$ cat src/rtl/out_port_arbiter_pkg.sv
// Shared constants for the mesh router output side: flit ids, port indices, arbiter FSM states.
package out_port_arbiter_pkg;

    localparam logic [2:0] HEADER  = 3'b001;
    localparam logic [2:0] PAYLOAD = 3'b010;
    localparam logic [2:0] TAIL    = 3'b100;

    // Port index as used by LBDR request bits and the crossbar select.
    typedef enum logic [2:0] {
        PORT_N    = 3'd0,
        PORT_E    = 3'd1,
        PORT_W    = 3'd2,
        PORT_S    = 3'd3,
        PORT_L    = 3'd4,
        PORT_NONE = 3'd7
    } port_e;

    // LOCK_x encodes port x as (state - 1).
    typedef enum logic [2:0] {
        IDLE   = 3'd0,
        LOCK_N = 3'd1,
        LOCK_E = 3'd2,
        LOCK_W = 3'd3,
        LOCK_S = 3'd4,
        LOCK_L = 3'd5
    } state_e;

    // One-hot (5 bit) to port index; PORT_NONE when no bit is set.
    function automatic logic [2:0] onehot5_to_idx(input logic [4:0] oh);
        logic [2:0] idx;
        idx = PORT_NONE;
        for (int i = 4; i >= 0; i--) begin
            if (oh[i]) idx = 3'(i);
        end
        return idx;
    endfunction

endpackage

$ cat src/rtl/out_port_arbiter_rr_arbiter5.sv
// Combinational 5-way round-robin pick: first set request at or above ptr, wrapping mod 5.
module rr_arbiter5 (
    input  logic [4:0] req,
    input  logic [2:0] ptr,
    output logic [4:0] gnt
);

    // Scan five positions starting at ptr; the first hit wins.
    always_comb begin
        logic found;
        gnt   = '0;
        found = 1'b0;
        for (int k = 0; k < 5; k++) begin
            int idx;
            idx = (int'(ptr) + k) % 5;
            if (!found && req[idx]) begin
                gnt[idx] = 1'b1;
                found    = 1'b1;
            end
        end
    end

endmodule

$ cat src/rtl/out_port_arbiter.sv
// Output-port arbiter: round-robin grant among input LBDR requests, locked per packet,
// pops the winning input FIFO while the downstream buffer has credits.
module out_port_arbiter
    import out_port_arbiter_pkg::*;
#(
    parameter  int CREDITS = 4,
    localparam int CW      = $clog2(CREDITS + 1)
) (
    input  logic          clk,
    input  logic          rst,
    input  logic [4:0]    req,
    input  logic [4:0]    in_valid,
    input  logic [14:0]   in_flit_id,
    input  logic          credit_in,
    output logic [4:0]    grant,
    output logic [4:0]    read_en,
    output logic          valid_out,
    output logic [2:0]    xbar_sel,
    output logic [CW-1:0] credits
);

    state_e        state_q, state_d;
    logic [2:0]    ptr_q;
    logic [4:0]    grant_q, grant_d;
    logic [2:0]    xbar_q, xbar_d;
    logic [CW-1:0] credits_q;

    logic [4:0]    pick;
    logic [2:0]    pick_idx;
    logic          locked;
    logic [2:0]    lock_idx;
    logic [2:0]    lock_id;
    logic          fire;
    logic          release_now;

    rr_arbiter5 u_rr (
        .req (req),
        .ptr (ptr_q),
        .gnt (pick)
    );

    assign pick_idx    = onehot5_to_idx(pick);
    assign locked      = (state_q != IDLE);
    assign lock_idx    = locked ? (3'(state_q) - 3'd1) : 3'd0;
    assign lock_id     = in_flit_id[lock_idx*3 +: 3];
    assign fire        = locked && in_valid[lock_idx] && (credits_q != '0);
    assign release_now = fire && (lock_id == TAIL);

    // State, registered grant/xbar select and round-robin pointer.
    always_ff @(posedge clk or negedge rst) begin
        if (!rst) begin
            state_q <= IDLE;
            grant_q <= '0;
            xbar_q  <= PORT_NONE;
            ptr_q   <= PORT_N;
        end else begin
            state_q <= state_d;
            grant_q <= grant_d;
            xbar_q  <= xbar_d;
            if (release_now) ptr_q <= (lock_idx == 3'd4) ? 3'd0 : lock_idx + 3'd1;
        end
    end

    // Next state: IDLE takes the round-robin winner; a lock ends only on a forwarded tail.
    always_comb begin
        state_d = state_q;
        grant_d = '0;
        xbar_d  = PORT_NONE;
        if (state_q == IDLE) begin
            if (req != '0) state_d = state_e'(pick_idx + 3'd1);
        end else if (release_now) begin
            state_d = IDLE;
        end
        if (state_d != IDLE) begin
            xbar_d  = 3'(state_d) - 3'd1;
            grant_d = 5'b00001 << xbar_d;
        end
    end

    // Outputs: pop strobe and link valid follow the lock and the credit/data gate.
    always_comb begin
        read_en   = '0;
        valid_out = fire;
        if (fire) read_en[lock_idx] = 1'b1;
    end

    // Downstream credit counter, saturating at CREDITS; a pop and a return cancel.
    always_ff @(posedge clk or negedge rst) begin
        if (!rst) begin
            credits_q <= CW'(CREDITS);
        end else if (fire && !credit_in) begin
            credits_q <= credits_q - 1'b1;
        end else if (credit_in && !fire && (credits_q != CW'(CREDITS))) begin
            credits_q <= credits_q + 1'b1;
        end
    end

    assign grant   = grant_q;
    assign xbar_sel = xbar_q;
    assign credits = credits_q;

endmodule

$ cat config.mk
export PLATFORM = sky130hd
export DESIGN_NAME = out_port_arbiter
export DESIGN_NICKNAME = d
export VERILOG_FILES = /design/src/rtl/out_port_arbiter_pkg.sv /design/src/rtl/out_port_arbiter_rr_arbiter5.sv /design/src/rtl/out_port_arbiter.sv
export SDC_FILE = /design/constraint.sdc
export NUM_CORES = 1
export LEC_CHECK = 0
export CORE_MARGIN = 5
export CORE_UTILIZATION = 46
export CTS_CLUSTER_SIZE = 16
export DETAILED_ROUTE_END_ITERATION = 16
export PLACE_DENSITY_LB_ADDON = 0.15
export SLEW_MARGIN = 25
export SYNTH_ARGS = -nofsm -noshare
export SYNTH_HDL_FRONTEND = slang
export SYNTH_HIERARCHICAL = 1
export SYNTH_SLANG_ARGS = --single-unit
$ cat constraint.sdc
create_clock -name clk -period 9.4 [get_ports clk]
set_input_delay 2.82 -clock clk [delete_from_list [all_inputs] [get_ports clk]]
set_output_delay 2.82 -clock clk [all_outputs]
set_load 0.02 [all_outputs]
Word level (Yosys, flattened, before mapping)
Cells that the tools add are included.
{ "totals": {"out_inout_bits": 17, "latch_bits": 0, "regBits": 17, "memories": 0, "elab_cells": 123, "rom_bits": 0, "input_bits": 28, "ram_bits": 0} }
{ "classes": {"n_mul": 1, "order_cmp": 12, "eq_ne": 3, "bitwise_logic": 4, "shifts": 2, "n_div": 5, "reduce_logical": 28, "n_addsub": 10, "n_mux": 53} }
{ "ops": {"columns": ["op", "n"], "rows": [
  ["$ge A32 B1 Y1 const B", 5],
  ["$lt A32 B5 Y1 const B", 5],
  ["$mod A32 B4 Y32 const B", 4],
  ["$mux W3", 12],
  ["$mux W5", 7],
  ["$mod A4 B4 Y32 const B", 1],
  ["$mux W1", 21],
  ["$or A5 B5 Y5", 4],
  ["$bmux W1 S3", 6],
  ["$demux W1 S3", 6],
  ["$logic_and A1 B1 Y1", 16],
  ["$shiftx A15 B6 Y3", 1],
  ["$add A3 B1 Y3 const B", 3],
  ["$reduce_bool A3 Y1", 3],
  ["$sub A3 B1 Y3 const B", 3],
  ["$add A3 B2 Y4 const B", 2],
  ["$eq A3 B3 Y1 const B", 2],
  ["$logic_not A1 Y1", 6],
  ["$mul A3 B2 Y5 const B", 1],
  ["$reduce_bool A5 Y1", 1],
  ["$shl A1 B3 Y5 const A", 1],
  ["$add A3 B1 Y4 const B", 1],
  ["$add A3 B3 Y4 const B", 1],
  ["$lt A3 B4 Y1 const B", 1],
  ["5 further kinds", 5]
]} }

Logic depth before layout (Yosys ltp)
Gate-level depths: netlist of run 1.
{ "logic_depth": {"depth_word": 28, "depth_mapped": 32, "mapped_depth_nobuf": 30} }

Hierarchy
Netlist of run 1, hierarchy kept.
{ "modules_own_cells": {"columns": ["module", "area_per_inst_um2", "seq_area_each_um2", "cells_per_inst", "instances"], "rows": [
  ["rr_arbiter5", 2463.6, 0.0, 332, 1],
  ["out_port_arbiter", 1346.3, 430.4, 140, 1]
]} }

Worst setup path before layout of run 1
Ideal clock, no wire load.
{ "synth_path": {"path_kind": "input -> output", "start": "in in_valid[1]", "end": "out valid_out", "path_buffers": 1, "path_stages": 5, "arrival_time_ps": 3721, "required_time_ps": 6580, "setup_slack_ps": 2859, "path_cell_list": "or2_2 -> a21oi_1 -> o21ai_2 -> a21o_1 -> buf_6"} }
{ "synth_via": {"elab_chain_cells": 4} }
{ "synth_rtl": {"columns": ["item", "line", "rtl"], "rows": [
  ["start: declaration", "out_port_arbiter.sv:12", "input logic [4:0] in_valid,"],
  ["$bmux W1 S3", "out_port_arbiter.sv:46", "assign fire = locked && in_valid[lock_idx] && (credits_q != '0);"],
  ["$mux W1 (not written as such)", "out_port_arbiter.sv:46", null],
  ["$logic_and A1 B1 Y1 (2 in series)", "out_port_arbiter.sv:46", null],
  ["end: declaration", "out_port_arbiter.sv:17", "output logic valid_out,"]
]} }
Every way passes these cells. The select of a mux whose other input is x is not followed.

Final worst setup path of run 1
{ "layout_path": {"start": "in in_valid[2]", "end": "out valid_out"} }
The elaborated chain is that of the path after synthesis.

==> results of run 1 <==
critical path, delay by kind of cell:
family / cells / cell delay [ns]
muxes: 1 / 0.27
buffers and inverters: 2 / 1.01
AOI/OAI and AO/OA: 3 / 0.69
layer usage:
layer / vias to the layer above / track usage / share of wire
li1: 1849 / - / -
met1: 1812 / 0.263 / 0.46
met2: 112 / 0.352 / 0.48
met3: 23 / 0.0138 / 0.045
met4: 0 / 0.0532 / 0.020
met5: - / 0 / 0
Yosys cell counts, types with 5 or more instances:
cell / number / area (µm²)
sky130_fd_sc_hd__nor2_1: 40 / 150
sky130_fd_sc_hd__nand2_1: 38 / 143
sky130_fd_sc_hd__ha_1: 37 / 463
sky130_fd_sc_hd__a21oi_1: 27 / 135
sky130_fd_sc_hd__inv_1: 27 / 101
sky130_fd_sc_hd__o21ai_0: 18 / 90.1
sky130_fd_sc_hd__mux2i_1: 14 / 140
sky130_fd_sc_hd__nor3_1: 14 / 70.1
sky130_fd_sc_hd__dfrtp_1: 13 / 325
sky130_fd_sc_hd__a211oi_1: 11 / 82.6
sky130_fd_sc_hd__nand3_1: 11 / 55.1
sky130_fd_sc_hd__buf_2: 10 / 50.1
sky130_fd_sc_hd__nand2b_1: 8 / 50.1
sky130_fd_sc_hd__buf_6: 7 / 78.8
sky130_fd_sc_hd__nor2b_1: 7 / 43.8
sky130_fd_sc_hd__a32o_1: 6 / 60.1
sky130_fd_sc_hd__nand4_1: 6 / 37.5
sky130_fd_sc_hd__a21o_1: 5 / 37.5
sky130_fd_sc_hd__a32oi_1: 5 / 43.8
sky130_fd_sc_hd__and2_1: 5 / 31.3
sky130_fd_sc_hd__nor3b_1: 5 / 37.5
sky130_fd_sc_hd__nor4_1: 5 / 31.3
sky130_fd_sc_hd__o21ai_1: 5 / 25.0
sky130_fd_sc_hd__o22ai_1: 5 / 31.3
sky130_fd_sc_hd__or2_2: 5 / 31.3
worst max-delay path by stage:
stage,startpoint,to,slack [ns]
global route,in_valid[2],valid_out,1.67
finish,in_valid[2],valid_out,1.78
global placement,in_valid[2],valid_out,1.84
CTS,in_valid[2],valid_out,1.77
floorplan,in_valid[1],valid_out,2.86
detailed placement,in_valid[2],valid_out,1.78
state kept, by name, indices dropped and copies added (netlist names):
signal    count
grant         5
credits       3
ptr_q         3
state_q       3
xbar_sel      3
power by group:
part | internal (mW) | switching [mW] | total (mW)
combinational | 0.0474 | 0.0473 | 0.0947
sequential | 0.0819 | 0.0116 | 0.0935
clock | 0.0300 | 0.0231 | 0.0532
metrics by stage:
stage,instance area (µm²),setup WS (ns),hold WS (ns),util
floorplan,3810,2.86,0.534,-
global placement,4270,1.84,0.518,0.525
detailed placement,4270,1.78,0.513,0.525
CTS,4320,1.77,0.524,0.531
global route,4320,1.67,0.545,0.531
finish,4320,1.78,0.526,0.531
cell type report:
class                      count  area (µm²)
fill                         779        3820
timing repair buffer          49         478
tap                          105         131
clock buffer                   4        45.0
inverter                      33         126
sequential                    17         430
multi-input combinational    401        3110
cells by family (layout without fill, tap and decap cells):
group           after synthesis  after routing  share of synthesized area
simple gates                176            176                      0.266
flops                        17             17                      0.113
mux                          20             20                     0.0565
fa+ha+maj                    38             38                      0.127
compound gates              161            161                      0.350
buf+inv                      54             86                     0.0719
xor+xnor                      6              6                     0.0158
==> impl_metrics.env, run 1 <==
export IMPL_run_status="complete, no violations"
export IMPL_htree_levels=1
export IMPL_layout_nets=571
export IMPL_most_common_library_cell_in_the_layout_ignoring_fill_and_taps="sky130_fd_sc_hd__clkdlybuf4s50_1"
export IMPL_min_delay_worst_endpoint="credits[2]$_DFFE_PN1P_"
export IMPL_grt_pass1_wl_mm=17.0
export IMPL_core_area_mm2=0.00813
export IMPL_routed_via_count=3796
export IMPL_initial_core_utilization=0.468
export IMPL_reg2regPathDepth=29
export IMPL_synth_edff_count=0
export IMPL_hold_viol=0
export IMPL_syn_area_per_cell_um2=8.07
export IMPL_final_standard_cell_count_with_taps_included_and_fillers_excluded=609
export IMPL_cts_hold_fix_buffers=0
export IMPL_cts_post_setup_buffers_inserted=0
export IMPL_report_final_slew_viol_count=0
export IMPL_synth_flop_cell="sky130_fd_sc_hd__dfrtp_1"
export IMPL_cts_path_max_buffers=2
export IMPL_critical_path_data_arrival_time_ns=4.80
export IMPL_rr_startpoint="ptr_q[1]$_DFFE_PN0P_"
export IMPL_crit_chain="clkdlybuf4s50_1, mux2_2, a32oi_1, o21ai_2, a21o_1, clkdlybuf4s50_1"
export IMPL_critPathMaxFanout=10
export IMPL_endpoint_kind="output port"
export IMPL_critical_path_max_stage_delay_ns=0.59
export IMPL_std_cell_rows=33
export IMPL_power_leakage_nw=1.81
export IMPL_path_common_cell="sky130_fd_sc_hd__clkdlybuf4s50_1"
export IMPL_dp_final_hpwl_mm=8.06
export IMPL_cp_data_required_time_ns=6.58
export IMPL_grt_use_total=0.200
export IMPL_first_global_vias=3560
export IMPL_weighted_congestion_reported_at_the_end_of_routability_driven_placement=0.921
export IMPL_routed_via_density=6.23
export IMPL_fmaxAchievable_mhz=131
export IMPL_hold_path_depth=1
export IMPL_timing_hold_worst_start="credits[2]$_DFFE_PN1P_"
export IMPL_area_growth_syn_to_layout_pct=13.3
export IMPL_detailed_routing_iterations_pass_1=4
export IMPL_timing_reg2reg_setup_slack_ns=2.97
export IMPL_netlist_instances=472
export IMPL_syn_warnings=6
export IMPL_timing_worst_slew_pin_value_ns=0.760
export IMPL_grt_overflow_total=0
export IMPL_cts_inserted_buffers=3
export IMPL_totalPowerFinal_mw=0.241
export IMPL_async_flop_share=1.00
export IMPL_die_height_um=101
export IMPL_grt_setup_unrepaired="false"
export IMPL_detail_route_drc_violations=0
export IMPL_syn_nets=538
export IMPL_part_of_the_cycle_the_worst_path_needs=0.810
export IMPL_detail_route_wl_per_cell_um=17.4
export IMPL_worstReg2RegEnd="grant[3]$_DFF_PN0_"
export IMPL_most_common_layout_cells="sky130_fd_sc_hd__clkdlybuf4s50_1, sky130_fd_sc_hd__nor2_1, sky130_fd_sc_hd__nand2_1, sky130_fd_sc_hd__ha_1"
export IMPL_relSlewSlack=0.492
export IMPL_final_layout_size_suffix_gt1_frac=0.135
export IMPL_cp_start_kind="input pin"
export IMPL_numPlacedInstances=605
export IMPL_grt_max_degree=47
export IMPL_ir_drop_mv=0.0785
export IMPL_mappedNetlistArea_mm2=0.00381
export IMPL_io_buffers=44
export IMPL_clkSinkCount=17
export IMPL_io_pin_count=45
export IMPL_dr_first_iter_drc_count=156
export IMPL_detail_route_antenna_nets=0
export IMPL_cts_reportedPaths_clkPinSlew_ns=0.06
export IMPL_num_antenna_cells=0
export IMPL_clk_skew_ns=0.00629
export IMPL_cts_tree="built"
export IMPL_die_x_um=101
export IMPL_ys_seq_elements=17
export IMPL_routed_wire_length_mm=10.6
export IMPL_grt_antenna_before_repair=0
export IMPL_cts_resized=0
export IMPL_finalSetupTns_ns=0
export IMPL_sequential_share_of_the_synthesized_area=0.113
export IMPL_crit_slowest_cell="sky130_fd_sc_hd__clkdlybuf4s50_1"
export IMPL_power_per_cell_area_mw_per_mm2=55.9
export IMPL_drv_max_cap_violation_count=0
export IMPL_yosys_cell_types_count=103
export IMPL_clk_latency_ns=0.25
export IMPL_clk_root_buffer_cell="sky130_fd_sc_hd__clkbuf_8"
export IMPL_setup_viol=0
export IMPL_timing_final_crit_period_ns=7.62
export IMPL_min_delay_path_class="flip-flop to flip-flop"
export IMPL_criticalPathCategory="input pin to output port"
export IMPL_design_die_area_mm2=0.0102
Power figures use the tool's default switching activity.
==> run 2: changes to the inputs <==
- clock period: 9.4 -> 6.3 ns (I/O delays scaled with it)
==> impl_metrics.env, run 2 (same netlist as run 1, synthesis figures left out) <==
export IMPL_most_common_library_cell_in_the_layout_ignoring_fill_and_taps="sky130_fd_sc_hd__clkdlybuf4s50_1"
export IMPL_initial_core_utilization=0.468
export IMPL_most_common_layout_cells="sky130_fd_sc_hd__clkdlybuf4s50_1, sky130_fd_sc_hd__nor2_1, sky130_fd_sc_hd__nand2_1, sky130_fd_sc_hd__ha_1"
export IMPL_clk_root_buffer_cell="sky130_fd_sc_hd__clkbuf_8"
export IMPL_timing_reg2reg_setup_slack_ns=0.61
export IMPL_worstReg2RegEnd="grant[2]$_DFF_PN0_"
export IMPL_num_antenna_cells=0
export IMPL_grtUsageMet3=0.0159
export IMPL_timing_hold_worst_start="credits[2]$_DFFE_PN1P_"
export IMPL_grtUsageMet2=0.391
export IMPL_criticalPathCategory="input pin to flip-flop"
export IMPL_core_area_mm2=0.00813
export IMPL_busiest_layer="met2"
export IMPL_relSlewSlack=0.488
export IMPL_ff_latch_area_um2=430
export IMPL_weighted_congestion_reported_at_the_end_of_routability_driven_placement=0.949
export IMPL_hold_path_depth=1
export IMPL_routed_wire_length_mm=11.1
export IMPL_hold_viol=0
export IMPL_critical_path_data_arrival_time_ns=6.02
export IMPL_std_cell_rows=33
export IMPL_cts_reportedPaths_clkPinSlew_ns=0.06
export IMPL_routed_via_count=3857
export IMPL_io_pin_count=45
export IMPL_timing_worst_slew_pin_value_ns=0.765
export IMPL_part_of_the_cycle_the_worst_path_needs=0.926
export IMPL_rr_startpoint="ptr_q[0]$_DFFE_PN0P_"
export IMPL_power_leakage_nw=1.86
export IMPL_cts_resized=0
export IMPL_io_buffers=44
export IMPL_design_die_area_mm2=0.0102
export IMPL_setup_viol=0
export IMPL_grt_antenna_before_repair=0
export IMPL_timing_final_crit_period_ns=5.84
export IMPL_endpoint_kind="flip-flop"
export IMPL_grt_max_degree=37
export IMPL_grt_overflow_total=0
export IMPL_routed_via_density=6.23
export IMPL_global_route_usage_met1=0.278
export IMPL_die_x_um=101
export IMPL_run_status="complete, no violations"
export IMPL_grt_setup_unrepaired="false"
export IMPL_critPathMaxFanout=9
export IMPL_num_fill_cells=785
export IMPL_first_global_vias=3685
export IMPL_grt_use_total=0.216
export IMPL_detailed_routing_iterations_pass_1=4
export IMPL_report_final_slew_viol_count=0
export IMPL_finalSetupTns_ns=0
export IMPL_clk_latency_ns=0.25
export IMPL_detail_route_wl_per_cell_um=17.9
export IMPL_dp_final_hpwl_mm=8.81
export IMPL_detail_route_drc_violations=0
export IMPL_min_delay_path_class="flip-flop to flip-flop"
export IMPL_htree_levels=1
export IMPL_cts_tree="built"
export IMPL_min_delay_worst_endpoint="credits[2]$_DFFE_PN1P_"
export IMPL_cts_path_max_buffers=2
export IMPL_cts_post_setup_buffers_inserted=0
export IMPL_cp_data_required_time_ns=6.49
export IMPL_ir_drop_mv=0.161
export IMPL_power_per_cell_area_mw_per_mm2=82.2
export IMPL_final_layout_size_suffix_gt1_frac=0.152
export IMPL_dr_first_iter_drc_count=197
export IMPL_die_height_um=101
export IMPL_reg2regPathDepth=26
export IMPL_cts_hold_fix_buffers=0
export IMPL_cp_start_kind="input pin"
export IMPL_grt_pass1_wl_mm=18.1
export IMPL_layout_nets=581
export IMPL_largest_register_ffs=5
export IMPL_hold_ws_ns=0.514
export IMPL_clk_skew_ns=0.00208
export IMPL_total_area_of_multi_input_combinational_cells_mm2=0.00311
export IMPL_fmaxAchievable_mhz=171
export IMPL_detail_route_antenna_nets=0
export IMPL_cts_inserted_buffers=3
export IMPL_clkSinkCount=17
export IMPL_area_growth_syn_to_layout_pct=15.3
export IMPL_drv_max_cap_violation_count=0
-- run 2: cell count changes in the layout (fill, tap and decap cells not counted) --
cell | previous run | this run
sky130_fd_sc_hd__buf_4 | 5 | 15
-- run 2: final cells by class --
cell class | count | share of cell area
inverter | 33 | 0.0288
tap | 105 | 0.0299
multi-input combinational | 401 | 0.707
clock buffer | 4 | 0.0103
sequential | 17 | 0.0980
timing repair buffer | 59 | 0.126
-- run 2: critical path, stage by stage --
cell                              delay, ns
sky130_fd_sc_hd__clkdlybuf4s50_1       0.66
sky130_fd_sc_hd__nand2_1               0.10
sky130_fd_sc_hd__o211ai_1              0.10
sky130_fd_sc_hd__nand3_1               0.12
sky130_fd_sc_hd__a32oi_1               0.56
sky130_fd_sc_hd__nor3_2                0.12
sky130_fd_sc_hd__a31o_1                0.27
sky130_fd_sc_hd__a211o_1               0.26
sky130_fd_sc_hd__o21bai_1              0.19
sky130_fd_sc_hd__inv_1                 0.07
sky130_fd_sc_hd__a21oi_1               0.05
sky130_fd_sc_hd__nor2_1                0.09
sky130_fd_sc_hd__nor2_1                0.06
sky130_fd_sc_hd__ha_1                  0.28
sky130_fd_sc_hd__mux2i_1               0.08
sky130_fd_sc_hd__o22a_1                0.26
sky130_fd_sc_hd__ha_1                  0.19
sky130_fd_sc_hd__ha_1                  0.29
sky130_fd_sc_hd__inv_1                 0.05
sky130_fd_sc_hd__nor2_1                0.18
sky130_fd_sc_hd__and2_1                0.16
-- run 2: per-stage QoR --
step | total power, mW | setup WS, ns | cells | cell area [µm²] | utilization
2_1_floorplan | 0.219 | 0.796 | 472 | 3810 | -
3_3_place_gp | 0.281 | 0.323 | 615 | 4350 | 0.534
3_5_place_dp | 0.283 | 0.221 | 615 | 4350 | 0.534
6_report | 0.361 | 0.464 | 619 | 4390 | 0.540
5_1_grt | 0.386 | 0.0471 | 619 | 4390 | 0.540
4_1_cts | 0.366 | 0.477 | 619 | 4390 | 0.540
-- run 2: per-layer routing --
metal / up-vias / wire, µm
li1: 1874 / -
met2: 107 / 5620
met4: 0 / 161
met3: 14 / 476
met1: 1862 / 4830
met5: - / 0
-- run 2: report_power, final --
part	switching, mW	internal [mW]
logic	0.0715	0.0725
registers	0.0147	0.122
clock network	0.0352	0.0449
total	0.121	0.239
-- run 2: worst max path at each step --
stage / start / to / slack, ns / depth (start not counted)
global route: ptr_q[0]$_DFFE_PN0P_ / grant[3]$_DFF_PN0_ / 0.05 / 26
floorplan: ptr_q[0]$_DFFE_PN0P_ / xbar_sel[0]$_DFF_PN1_ / 0.80 / 29
CTS: req[3] / grant[2]$_DFF_PN0_ / 0.48 / 21
global placement: req[3] / grant[0]$_DFF_PN0_ / 0.32 / 21
detailed placement: req[3] / grant[2]$_DFF_PN0_ / 0.22 / 21
finish: req[3] / grant[2]$_DFF_PN0_ / 0.46 / 21
==> run 3: changes to the inputs <==
- REMOVE_ABC_BUFFERS: not set -> 1
==> impl_metrics.env, run 3 (same netlist as run 1, synthesis figures left out) <==
export IMPL_run_status="complete, no violations"
export IMPL_grt_max_degree=46
export IMPL_pwr_share_seq=0.374
export IMPL_critPathMaxFanout=9
export IMPL_critical_path_data_arrival_time_ns=6.00
export IMPL_layout_nets=577
export IMPL_dr_first_iter_drc_count=237
export IMPL_design_die_area_mm2=0.0102
export IMPL_io_pin_count=45
export IMPL_grt_overflow_total=0
export IMPL_clkSinkCount=17
export IMPL_io_buffers=44
export IMPL_relSlewSlack=0.502
export IMPL_grt_pass1_wl_mm=18.2
export IMPL_die_x_um=101
export IMPL_die_height_um=101
export IMPL_htree_levels=1
export IMPL_std_cell_rows=33
export IMPL_wl_on_met1_mm=4.90
export IMPL_final_critical_path_setup_slack_ns=0.479
export IMPL_cts_post_setup_buffers_inserted=0
export IMPL_final_layout_size_suffix_gt1_frac=0.147
export IMPL_cts_hold_fix_buffers=0
export IMPL_dr_wl_met3_um=634
export IMPL_setup_viol=0
export IMPL_detail_route_antenna_nets=0
export IMPL_hold_viol=0
export IMPL_cts_inserted_buffers=3
export IMPL_hold_ws_ns=0.524
export IMPL_grt_use_total=0.215
export IMPL_first_global_vias=3716
export IMPL_switching_share_of_total_power=0.344
export IMPL_core_area_mm2=0.00813
export IMPL_fmaxAchievable_mhz=172
export IMPL_cp_start_kind="input pin"
export IMPL_cts_reportedPaths_clkPinSlew_ns=0.07
export IMPL_timing_worst_slew_pin_value_ns=0.744
export IMPL_cts_path_max_buffers=2
export IMPL_placed_cell_area_mm2=0.00432
export IMPL_internal_power_mw=0.239
export IMPL_routed_wire_length_mm=10.9
export IMPL_area_growth_syn_to_layout_pct=14.6
export IMPL_grt_setup_unrepaired="false"
export IMPL_cts_resized=0
export IMPL_routed_via_density=6.27
export IMPL_routed_via_count=3853
export IMPL_wl_met2_mm=5.00
export IMPL_grt_antenna_before_repair=0
export IMPL_top_layer="met4"
export IMPL_initial_core_utilization=0.468
export IMPL_min_delay_path_class="flip-flop to flip-flop"
export IMPL_dp_final_hpwl_mm=8.47
export IMPL_final_cell_area_mm2=0.00437
export IMPL_detail_route_wl_per_cell_um=17.7
export IMPL_detailed_routing_iterations_pass_1=5
export IMPL_clk_latency_ns=0.26
export IMPL_preCtsSetupSlack_ns=0.248
export IMPL_endpoint_kind="flip-flop"
export IMPL_criticalPathCategory="input pin to flip-flop"
export IMPL_netSwitchingPower_mw=0.125
export IMPL_power_per_cell_area_mw_per_mm2=83.3
export IMPL_ir_drop_mv=0.223
export IMPL_detail_route_drc_violations=0
export IMPL_most_common_library_cell_in_the_layout_ignoring_fill_and_taps="sky130_fd_sc_hd__clkdlybuf4s50_1"
export IMPL_timing_final_crit_period_ns=5.82
export IMPL_cp_data_required_time_ns=6.47
export IMPL_power_share_clock=0.231
export IMPL_largest_register_ffs=5
export IMPL_finalSetupTns_ns=0
export IMPL_part_of_the_cycle_the_worst_path_needs=0.924
export IMPL_clk_root_buffer_cell="sky130_fd_sc_hd__clkbuf_8"
export IMPL_weighted_congestion_reported_at_the_end_of_routability_driven_placement=0.973
export IMPL_most_common_layout_cells="sky130_fd_sc_hd__clkdlybuf4s50_1, sky130_fd_sc_hd__nor2_1, sky130_fd_sc_hd__nand2_1, sky130_fd_sc_hd__ha_1"
export IMPL_clk_skew_ns=0.00442
export IMPL_num_antenna_cells=0
export IMPL_cts_tree="built"
export IMPL_report_final_slew_viol_count=0
export IMPL_drv_max_cap_violation_count=0
export IMPL_power_combinational_fraction=0.395
export IMPL_power_leakage_nw=1.84
==> run 3: cell count changes in the layout (fill, tap and decap cells not counted), sizes merged <==
cell / delta
buf: -4
clkinvlp: +1
clkbuf: -1
==> run 3: critical path: stages <==
cell	delay (ns)
sky130_fd_sc_hd__clkdlybuf4s50_1	0.56
sky130_fd_sc_hd__mux2i_1	0.21
sky130_fd_sc_hd__nor2_1	0.06
sky130_fd_sc_hd__mux2_2	0.28
sky130_fd_sc_hd__a2111oi_2	0.34
sky130_fd_sc_hd__o211ai_1	0.21
sky130_fd_sc_hd__a2111oi_1	0.37
sky130_fd_sc_hd__a211o_1	0.15
sky130_fd_sc_hd__o21bai_1	0.14
sky130_fd_sc_hd__nor2_1	0.08
sky130_fd_sc_hd__a211oi_1	0.29
sky130_fd_sc_hd__ha_1	0.22
sky130_fd_sc_hd__xor2_1	0.15
sky130_fd_sc_hd__nor2_1	0.05
sky130_fd_sc_hd__a21oi_1	0.12
sky130_fd_sc_hd__nand2_1	0.08
sky130_fd_sc_hd__o21a_1	0.13
sky130_fd_sc_hd__ha_1	0.24
sky130_fd_sc_hd__or2_2	0.30
sky130_fd_sc_hd__a2bb2oi_1	0.13
==> run 3: metal layers <==
metal | GRT usage | up-vias
met3 | 0.0304 | 33
met4 | 0.0736 | 0
met2 | 0.343 | 131
met5 | 0 | -
li1 | - | 1864
met1 | 0.297 | 1825
==> run 3: through the flow <==
step / power [mW] / instances / util
after floorplan: 0.219 / 451 / -
after global placement: 0.278 / 611 / 0.531
after detailed placement: 0.281 / 611 / 0.531
after CTS: 0.368 / 615 / 0.537
after global routing: 0.390 / 615 / 0.537
final: 0.364 / 615 / 0.537
==> run 3: layout make-up <==
class	instances	area [µm²]
clock buffer	3	41.3
clock inverter	1	7.51
multi-input combinational	401	3110
sequential	17	430
timing repair buffer	55	523
fill	756	3770
tap	105	131
inverter	33	126
==> run 3: worst paths after layout <==
| kind | from | endpoint | slack, ns | cells past startpoint |
|---|---|---|---|---|
| min in group asynchronous | rst | credits[0]$_DFFE_PN0P_ | 2.07 | 1 |
| hold reg to reg | credits[2]$_DFFE_PN1P_ | credits[2]$_DFFE_PN1P_ | 0.52 | 1 |
| setup / recovery | req[2] | xbar_sel[0]$_DFF_PN1_ | 0.48 | 20 |
| max in group asynchronous | rst | state_q[2]$_DFF_PN0_ | 3.76 | 1 |
| hold / removal | credits[2]$_DFFE_PN1P_ | credits[2]$_DFFE_PN1P_ | 0.52 | 1 |
| setup reg to reg | ptr_q[1]$_DFFE_PN0P_ | xbar_sel[0]$_DFF_PN1_ | 0.62 | 26 |
==> run 3: power groups by stage <==
stage / clock [mW] / sequential, mW / combinational, mW
global placement: 0 / 0.138 / 0.140
floorplan: 0 / 0.148 / 0.0713
global route: 0.0934 / 0.138 / 0.158
finish: 0.0839 / 0.136 / 0.144
detailed placement: 0 / 0.137 / 0.143
CTS: 0.0880 / 0.136 / 0.144
